File: src/rtl/idu_pipe.sv
// idu_pipe: decode stage between fetch and execute.
// Fetched words are queued in a small circular buffer; the head entry is
// decoded combinationally and captured into a registered output bundle.
// A bundle is always presented, even when flagged illegal, so that the
// downstream stage owns trap handling.

module idu_pipe #(
    parameter int XLEN  = 32,
    parameter int NREG  = 32,
    parameter int DEPTH = 4
) (
    input  logic            clk,
    input  logic            rst,
    input  logic            flush,
    input  logic            in_valid,
    output logic            in_ready,
    input  logic [31:0]     in_inst,
    input  logic [XLEN-1:0] in_pc,
    output logic            out_valid,
    input  logic            out_ready,
    output logic [XLEN-1:0] out_pc,
    output logic [6:0]      out_opcode,
    output logic [2:0]      out_funct3,
    output logic [4:0]      out_rd,
    output logic [4:0]      out_rs1,
    output logic [4:0]      out_rs2,
    output logic [XLEN-1:0] out_imm,
    output logic [2:0]      out_imm_type,
    output logic [11:0]     out_csr,
    output logic            out_is_load,
    output logic            out_is_store,
    output logic            out_is_ebreak,
    output logic            out_is_ecall,
    output logic [31:0]     out_irq_no,
    output logic            out_illegal
);

    localparam int AW = (DEPTH > 1) ? $clog2(DEPTH) : 1;
    localparam int CW = $clog2(DEPTH + 1);
    localparam logic [CW-1:0] DEPTH_C = CW'(DEPTH);
    localparam logic RV32E = (NREG == 16);

    localparam logic [6:0] OPC_LUI    = 7'b0110111;
    localparam logic [6:0] OPC_AUIPC  = 7'b0010111;
    localparam logic [6:0] OPC_JAL    = 7'b1101111;
    localparam logic [6:0] OPC_JALR   = 7'b1100111;
    localparam logic [6:0] OPC_BRANCH = 7'b1100011;
    localparam logic [6:0] OPC_LOAD   = 7'b0000011;
    localparam logic [6:0] OPC_STORE  = 7'b0100011;
    localparam logic [6:0] OPC_OPIMM  = 7'b0010011;
    localparam logic [6:0] OPC_OP     = 7'b0110011;
    localparam logic [6:0] OPC_SYSTEM = 7'b1110011;

    localparam logic [2:0] IMM_NONE = 3'd0;
    localparam logic [2:0] IMM_I    = 3'd1;
    localparam logic [2:0] IMM_S    = 3'd2;
    localparam logic [2:0] IMM_B    = 3'd3;
    localparam logic [2:0] IMM_U    = 3'd4;
    localparam logic [2:0] IMM_J    = 3'd5;

    // Buffer storage and bookkeeping
    logic [31:0]     inst_mem_q [DEPTH];
    logic [XLEN-1:0] pc_mem_q   [DEPTH];
    logic [AW-1:0]   wptr_q, wptr_d;
    logic [AW-1:0]   rptr_q, rptr_d;
    logic [CW-1:0]   count_q, count_d;

    logic            full;
    logic            empty;
    logic            push;
    logic            load;

    // Decode of the buffer head
    logic [31:0]     head_inst;
    logic [4:0]      dec_rd;
    logic [4:0]      dec_rs1;
    logic [4:0]      dec_rs2;
    logic [2:0]      dec_imm_type;
    logic [XLEN-1:0] dec_imm;
    logic [11:0]     dec_csr;
    logic            dec_known;
    logic            dec_shift_bad;
    logic            dec_reg_bad;
    logic            dec_illegal;
    logic            dec_ecall;
    logic            dec_ebreak;

    // Output bundle registers
    logic            valid_q;
    logic [XLEN-1:0] pc_q;
    logic [6:0]      opcode_q;
    logic [2:0]      funct3_q;
    logic [4:0]      rd_q;
    logic [4:0]      rs1_q;
    logic [4:0]      rs2_q;
    logic [XLEN-1:0] imm_q;
    logic [2:0]      imm_type_q;
    logic [11:0]     csr_q;
    logic            is_load_q;
    logic            is_store_q;
    logic            is_ebreak_q;
    logic            is_ecall_q;
    logic            illegal_q;

    // Handshake and pointer next-state; in_ready looks only at occupancy
    always_comb begin
        full     = (count_q == DEPTH_C);
        empty    = (count_q == '0);
        in_ready = rst && !full;
        push     = in_valid && in_ready;
        load     = !empty && (!valid_q || out_ready);
        wptr_d   = push ? wptr_q + AW'(1) : wptr_q;
        rptr_d   = load ? rptr_q + AW'(1) : rptr_q;
        case ({push, load})
            2'b10:   count_d = count_q + CW'(1);
            2'b01:   count_d = count_q - CW'(1);
            default: count_d = count_q;
        endcase
    end

    // Pointer and occupancy registers; flush drops everything buffered
    always_ff @(posedge clk) begin
        if (!rst) begin
            wptr_q  <= '0;
            rptr_q  <= '0;
            count_q <= '0;
        end else if (flush) begin
            wptr_q  <= '0;
            rptr_q  <= '0;
            count_q <= '0;
        end else begin
            wptr_q  <= wptr_d;
            rptr_q  <= rptr_d;
            count_q <= count_d;
        end
    end

    // Buffer write port; a push in a flush cycle is discarded
    always_ff @(posedge clk) begin
        if (push && !flush) begin
            inst_mem_q[wptr_q] <= in_inst;
            pc_mem_q[wptr_q]   <= in_pc;
        end
    end

    assign head_inst = inst_mem_q[rptr_q];

    // Field extraction, immediate formation and legality of the head word
    always_comb begin
        dec_rd        = head_inst[11:7];
        dec_rs1       = head_inst[19:15];
        dec_rs2       = '0;
        dec_imm_type  = IMM_NONE;
        dec_csr       = '0;
        dec_known     = 1'b1;
        dec_shift_bad = 1'b0;
        case (head_inst[6:0])
            OPC_LUI, OPC_AUIPC: begin
                dec_rs1      = '0;
                dec_imm_type = IMM_U;
            end
            OPC_JAL: begin
                dec_rs1      = '0;
                dec_imm_type = IMM_J;
            end
            OPC_JALR, OPC_LOAD: begin
                dec_imm_type = IMM_I;
            end
            OPC_BRANCH: begin
                dec_rd       = '0;
                dec_rs2      = head_inst[24:20];
                dec_imm_type = IMM_B;
            end
            OPC_STORE: begin
                dec_rd       = '0;
                dec_rs2      = head_inst[24:20];
                dec_imm_type = IMM_S;
            end
            OPC_OPIMM: begin
                dec_imm_type  = IMM_I;
                dec_shift_bad = (head_inst[13:12] == 2'b01) && head_inst[25];
            end
            OPC_OP: begin
                dec_rs2 = head_inst[24:20];
            end
            OPC_SYSTEM: begin
                dec_imm_type = IMM_I;
                dec_csr      = head_inst[31:20];
            end
            default: begin
                dec_known = 1'b0;
            end
        endcase

        case (dec_imm_type)
            IMM_I:   dec_imm = {{(XLEN-12){head_inst[31]}}, head_inst[31:20]};
            IMM_S:   dec_imm = {{(XLEN-12){head_inst[31]}}, head_inst[31:25], head_inst[11:7]};
            IMM_B:   dec_imm = {{(XLEN-12){head_inst[31]}}, head_inst[7], head_inst[30:25],
                                head_inst[11:8], 1'b0};
            IMM_U:   dec_imm = {head_inst[31:12], {(XLEN-20){1'b0}}};
            IMM_J:   dec_imm = {{(XLEN-20){head_inst[31]}}, head_inst[19:12], head_inst[20],
                                head_inst[30:21], 1'b0};
            default: dec_imm = '0;
        endcase

        // Unused register fields are already zeroed, so OR-ing them is safe
        dec_reg_bad = RV32E && (dec_rd[4] || dec_rs1[4] || dec_rs2[4]);
        dec_illegal = !dec_known || dec_shift_bad || dec_reg_bad;
        dec_ecall   = (head_inst == 32'h0000_0073);
        dec_ebreak  = (head_inst == 32'h0010_0073);
    end

    // Output bundle: capture head on load, drop valid once consumed and dry
    always_ff @(posedge clk) begin
        if (!rst || flush) begin
            valid_q     <= 1'b0;
            pc_q        <= '0;
            opcode_q    <= '0;
            funct3_q    <= '0;
            rd_q        <= '0;
            rs1_q       <= '0;
            rs2_q       <= '0;
            imm_q       <= '0;
            imm_type_q  <= '0;
            csr_q       <= '0;
            is_load_q   <= 1'b0;
            is_store_q  <= 1'b0;
            is_ebreak_q <= 1'b0;
            is_ecall_q  <= 1'b0;
            illegal_q   <= 1'b0;
        end else if (load) begin
            valid_q     <= 1'b1;
            pc_q        <= pc_mem_q[rptr_q];
            opcode_q    <= head_inst[6:0];
            funct3_q    <= head_inst[14:12];
            rd_q        <= dec_rd;
            rs1_q       <= dec_rs1;
            rs2_q       <= dec_rs2;
            imm_q       <= dec_imm;
            imm_type_q  <= dec_imm_type;
            csr_q       <= dec_csr;
            is_load_q   <= (head_inst[6:0] == OPC_LOAD);
            is_store_q  <= (head_inst[6:0] == OPC_STORE);
            is_ebreak_q <= dec_ebreak;
            is_ecall_q  <= dec_ecall;
            illegal_q   <= dec_illegal;
        end else if (out_ready) begin
            valid_q     <= 1'b0;
        end
    end

    assign out_valid     = valid_q;
    assign out_pc        = pc_q;
    assign out_opcode    = opcode_q;
    assign out_funct3    = funct3_q;
    assign out_rd        = rd_q;
    assign out_rs1       = rs1_q;
    assign out_rs2       = rs2_q;
    assign out_imm       = imm_q;
    assign out_imm_type  = imm_type_q;
    assign out_csr       = csr_q;
    assign out_is_load   = is_load_q;
    assign out_is_store  = is_store_q;
    assign out_is_ebreak = is_ebreak_q;
    assign out_is_ecall  = is_ecall_q;
    assign out_irq_no    = is_ecall_q ? 32'd11 : 32'd0;
    assign out_illegal   = illegal_q;

endmodule

File: config.mk
export PLATFORM = sky130hd
export DESIGN_NAME = idu_pipe
export DESIGN_NICKNAME = d
export VERILOG_FILES = /design/src/rtl/idu_pipe.sv
export SDC_FILE = /design/constraint.sdc
export NUM_CORES = 1
export LEC_CHECK = 0
export ABC_AREA = 1
export BUFFER_PORTS_ARGS = -buffer_cell sky130_fd_sc_hd__buf_2
export CAP_MARGIN = 20
export CORE_ASPECT_RATIO = 0.8
export CORE_MARGIN = 5
export CORE_UTILIZATION = 45
export DETAILED_ROUTE_END_ITERATION = 8
export GPL_TIMING_DRIVEN = 0
export PLACE_DENSITY_LB_ADDON = 0.25
export SLEW_MARGIN = 20
export SYNTH_ARGS = -nofsm -noshare
export SYNTH_HDL_FRONTEND = slang
export SYNTH_SLANG_ARGS = --single-unit
File: constraint.sdc
create_clock -name clk -period 5.5 [get_ports clk]
set_input_delay 1.1 -clock clk [delete_from_list [all_inputs] [get_ports clk]]
set_output_delay 1.1 -clock clk [all_outputs]
set_load 0.03 [all_outputs]
After elaboration in Yosys (flattened, before gate mapping)

Memories as Yosys holds them, arrays and structs flattened. A register that Yosys moved wholly into a read port is not among the register bits.
Cells that the tools add are included.

Register bits: 85
Bits in writable memories: 256
Input bits: 69
Word-level logic and storage cells: 85
Memories kept: 2

Memories:

| memory     | depth | width | read ports | clocked after Yosys merged registers in | wr ports | RTL line | source |
|---|---|---|---|---|---|---|---|
| inst_mem_q | 4     | 32    | 1          | 1                                       | 1        | 62       | `logic [31:0] inst_mem_q [DEPTH];` |
| pc_mem_q   | 4     | 32    | 1          | 1                                       | 1        | 63       | `logic [XLEN-1:0] pc_mem_q [DEPTH];` |

$add $sub $neg: 4
Eq/ne operators: 21
Muxes and demuxes: 16
Bitwise operators: 1
Reductions and logical operators: 24

Operator list:

| operator             | count |
|---|---|
| $pmux 32 s5          | 1 |
| $eq 32x21->1 const B | 1 |
| $eq 32x7->1 const B  | 1 |
| $eq 7x7->1 const B   | 4 |
| $eq 7x6->1 const B   | 3 |
| $mux 5               | 3 |
| $pmux 3 s5           | 1 |
| $eq 7x5->1 const B   | 2 |
| $mux 12              | 1 |
| $reduce_or 10->1     | 1 |
| $eq 3x3->1 const B   | 3 |
| $eq 7x2->1 const B   | 1 |
| $eq 3x2->1 const B   | 2 |
| $logic_not 1->1      | 6 |
| $mux 1               | 6 |
| $pmux 3 s2           | 1 |
| $reduce_or 2->1      | 3 |
| $reduce_or 3->1      | 2 |
| $logic_and 1x1->1    | 5 |
| $add 2x1->2 const B  | 2 |
| $eq 2x1->1 const B   | 2 |
| $mux 2               | 2 |
| $mux 4               | 1 |
| $reduce_bool 2->1    | 2 |
| 8 further kinds      | 10 |

Logic depth before layout (Yosys ltp)

Word-level depth: 7
Depth in mapped cells: 16
Mapped depth without buffers: 14

Worst setup path after synthesis

Ideal clock, no wire load.

Kind: in2reg
Start point: in rst
End point: mem inst_mem_q[0][0], enable pin
Library setup time: 0.486 ns
Arrival time: 4.981 ns
Data required time: 5.014 ns
Slack: 0.033 ns
Stages on the path: 5
Cells stage by stage: inv_1 > a31oi_1 > nand2_1 > or2_2 > nor2_1

Word-level cells in the longest chain between the ends: 5

Ends and longest elaborated chain:

| item                         | RTL line | source |
|---|---|---|
| from (decl)                  | 13       | `input logic rst,` |
| $logic_and 1x1->1            | 109      | `in_ready = rst && !full;` |
| named net in_ready           | 16       | `output logic in_ready,` |
| $logic_and 1x1->1            | 110      | `push = in_valid && in_ready;` |
| $logic_and 1x1->1            | 140      | `if (push && !flush) begin` |
| $mux 1                       | 140      |  |
| $mux 1 (implied by the code) | 141      | `inst_mem_q[wptr_q] <= in_inst;` |
| to (decl)                    | 62       |  |

The timed path passes the listed nets, and every way through them passes these cells.

Final worst setup path

Start point: in out_ready
End point: reg count_q[2]

Word-level cells in the longest chain between the ends: 4

Ends and longest elaborated chain:

| item                                            | RTL line | source |
|---|---|---|
| from (decl)                                     | 20       | `input logic out_ready,` |
| $logic_or 1x1->1 *                              | 111      | `load = !empty && (!valid_q \|\| out_ready);` |
| $logic_and 1x1->1 *                             | 111      |  |
| named net load                                  | 71       | `logic load;` |
| $eq 2x1->1 or $eq 2x2->1 (tied branches)        | 114      | `case ({push, load})` |
| $pmux 3 s2 or $reduce_bool 2->1 (tied branches) | n/a      |  |
| to (signal assigned)                            | 134      | `count_q <= count_d;` |
| to (decl)                                       | 66       | `logic [CW-1:0] count_q, count_d;` |

The timed path passes the listed nets; every way through them passes the cells marked *.
A chain may end at the register's enable or synchronous reset.

==> qor.txt <==
Status: finished clean
Post-cts gate resize count: 0
Switching Power: 1.45 mW
Largest net degree at the start of global routing: 25
Post-synth top area share: 50.8%
Power after layout: 6.12 mW
Root Driver: clkbuf_16
Worst setup EP type: flip-flop
Leakage: 7.44 nW
Number of buffers created by CTS: 38
Final ANT Viol Nets: 0
Slowest stage delay, CP: 580 ps
Post-synth top area cell: edfxtp_1
Die width: 215 um
Placer Congestion: 0.916
Final Cycle Share: 64.1%
Average cell area after synthesis: 10.0 um2
First-pass iteration count of the detailed router: 6
Post-route insts no fill: 2236
Reg-to-Reg End: count_q[2]
# hold bufs at CTS: 0
Initial Util: 45.3%
Max Freq: 283 MHz
CP Data Required Time: 5910 ps
Slew @ Worst Pin: 937 ps
Layout Nets: 1845
Post-CTS setup repair buffer count: 0
CTS tree: yes
Worst Path Arrival: 3940 ps
Top FF cell, synth: edfxtp_1
Drt wl/cell: 18.1 um
Port buffer count: 182
Clock transition at the registers of the reported paths: 60 ps
GR Util All Layers: 21.0%
Clock skew: 33.2 ps
Cells after Synth: 1507
Worst Setup EP: count_q[2]
Synth top area cells: edfxtp_1 (51%), dfxtp_1 (16%), nand2_1 (9.6%), nor2_1 (4.8%), o21ai_0 (4.3%)
P per Cell Area: 334 mW/mm2
DRC: 0
Grt total ovfl: 0
Fill count: 2976
Finish-stage setup viols: 0
Inst Count DP: 2164
Max-cap viol count: 0
Die area: 0.0374 mm2
Switching Share: 23.7%
Global-route wire length before repair: 62500 um
IO Pins: 212
Max H-tree Level: 2
Power share of the clock group: 42.0%
Critical path class: in -> reg
Flop pwr share: 50.3%
Vias: 11600
Worst path cell trace: buf_2, nor2_1, a31oi_2, buf_6, clkbuf_1, buf_1, ha_1, inv_1, fa_1, a21oi_1, o21ai_0, o21ai_0, a21oi_1
Rows: 60
RSZ-0062 raised after global routing: false
Synth cell types: 28
Clock sinks: 375
Multi-input logic area: 0.00439 mm2
DP HPWL: 28600 um
Logic gate share of total power: 7.8%
R2R Path Start: count_q[1]
Fraction of registers with async set/reset: 0%
Peak supply drop: 0.230 mV
Final Cell Area: 0.0183 mm2
Worst path slowest cell: buf_1
Sequential area share after synthesis: 66.5%
Worst Path Max Fanout: 10
Worst rel slew slack: 37.3%
Pint: 4.66 mW
Drt total wl: 40400 um
EDFF count, synth: 256
Mapped cell area: 0.0151 mm2
Core Box Area: 0.0334 mm2
Max-slew violations: 0
Vias per inst: 5.17
Utilization after layout: 54.8%
Initial drt markers: 874
Final hold violations: 0
Hold Worst Slack: 463 ps
Clk Latency, worst-skew pair: 550 ps
Area grow syn2layout: 20.9%
Post-Place Cell Area: 0.0170 mm2
Initial antenna violation count: 9
Count of state elements after synthesis: 375
CP Launch Type: primary input
Die Y: 174 um
Reg2Reg Depth: 12
Reg-to-reg setup timing slack: 2200 ps
Synth warn: 0
Commonest cells post-synth: nand2_1 (387), edfxtp_1 (256), nor2_1 (194)
Register area: 0.0101 mm2
Vias in the first global route: 11100
CTS max path bufs: 3
Count leader, synth: nand2_1
CP Launch Point: out_ready
Hold Crit Depth: 2
Worst Hold Class: reg -> reg
Share of cells above drive strength 1: 18.1%
Final Critical Period: 3530 ps
## worst max-delay path: cells and delay by family
family / cells / cell delay [ps]
buf+inv: 5 / 1460
compound gates: 5 / 670
fa+ha+maj: 2 / 640
simple gates: 1 / 60
## power by group through the flow
stage               Combinational [mW]  Sequential, mW  Clock, mW
CTS                              0.472            3.07       2.61
finish                           0.474            3.07       2.57
global placement                 0.450            3.14          0
global route                     0.520            3.08       2.75
floorplan                        0.247            3.17          0
detailed placement               0.471            3.13          0
## through the flow
step	TNS (ps)	setup slack, ps
final	0	1970
after global routing	0	1820
after CTS	0	2070
after detailed placement	0	1520
after global placement	-501260	-2040
after floorplan	0	32.6
## sequential cells by signal (all words and copies together), names as in the netlist, named ones only
name	count
out_is_ecall	1
out_rs1	5
out_opcode	7
out_imm	32
out_imm_type	3
count_q	3
out_csr	12
wptr_q	2
out_illegal	1
out_pc	32
out_rd	5
out_funct3	3
out_valid	1
out_is_load	1
out_rs2	5
inst_mem_q	128
out_is_store	1
rptr_q	2
pc_mem_q	128
out_is_ebreak	1
## placed cells by master, fill, tap and decap left out, types with 8 or more instances in the layout
cell type    n
buf_2      205
nor2_1     190
nand3_1    101
buf_16       8
nand2_1    387
clkbuf_16   39
edfxtp_1   256
a21oi_1     82
inv_1       47
a31oi_1     33
buf_4       38
dfxtp_1    119
clkbuf_1    61
conb_1      29
o21ai_0    131
## kinds of logic (layout without fill, tap and decap cells)
logic type,Yosys count,in the layout,synth area share (%)
simple gates,705,705,18.9
other cells,1,32,0.0248
flops,375,375,66.5
fa+ha+maj,6,6,0.546
buf+inv,170,434,5.45
compound gates,250,250,8.58
## worst min path at each step
stage           startpoint     endpoint  slack, ps
6_report       out_imm[26]  out_imm[26]        460
3_5_place_dp    out_rs2[2]   out_rs2[2]        460
4_1_cts        out_imm[21]  out_imm[21]        470
5_1_grt        out_imm[21]  out_imm[21]        470
3_3_place_gp   out_imm[22]  out_imm[22]        450
2_1_floorplan   count_q[2]   count_q[2]        460
## layout make-up
type / instances / area share, %
flip-flops and latches: 375 / 55.0
multi-input cells: 990 / 24.0
repair buffers: 195 / 6.68
clock buffers: 55 / 5.93
plain buffers: 120 / 3.48
well taps: 434 / 2.97
inverters: 50 / 1.03
clock inverters: 14 / 0.902
diodes: 3 / 0.0410
## metal layers
layer  GRT usage, %  wire [um]  share of wire [%]
met5              0         58               0.14
met4           6.34        864                2.1
met3           5.07       3200                7.9
met2           32.0      17800                 44
met1           30.2      18500                 46
Power figures use the tool's default switching activity.
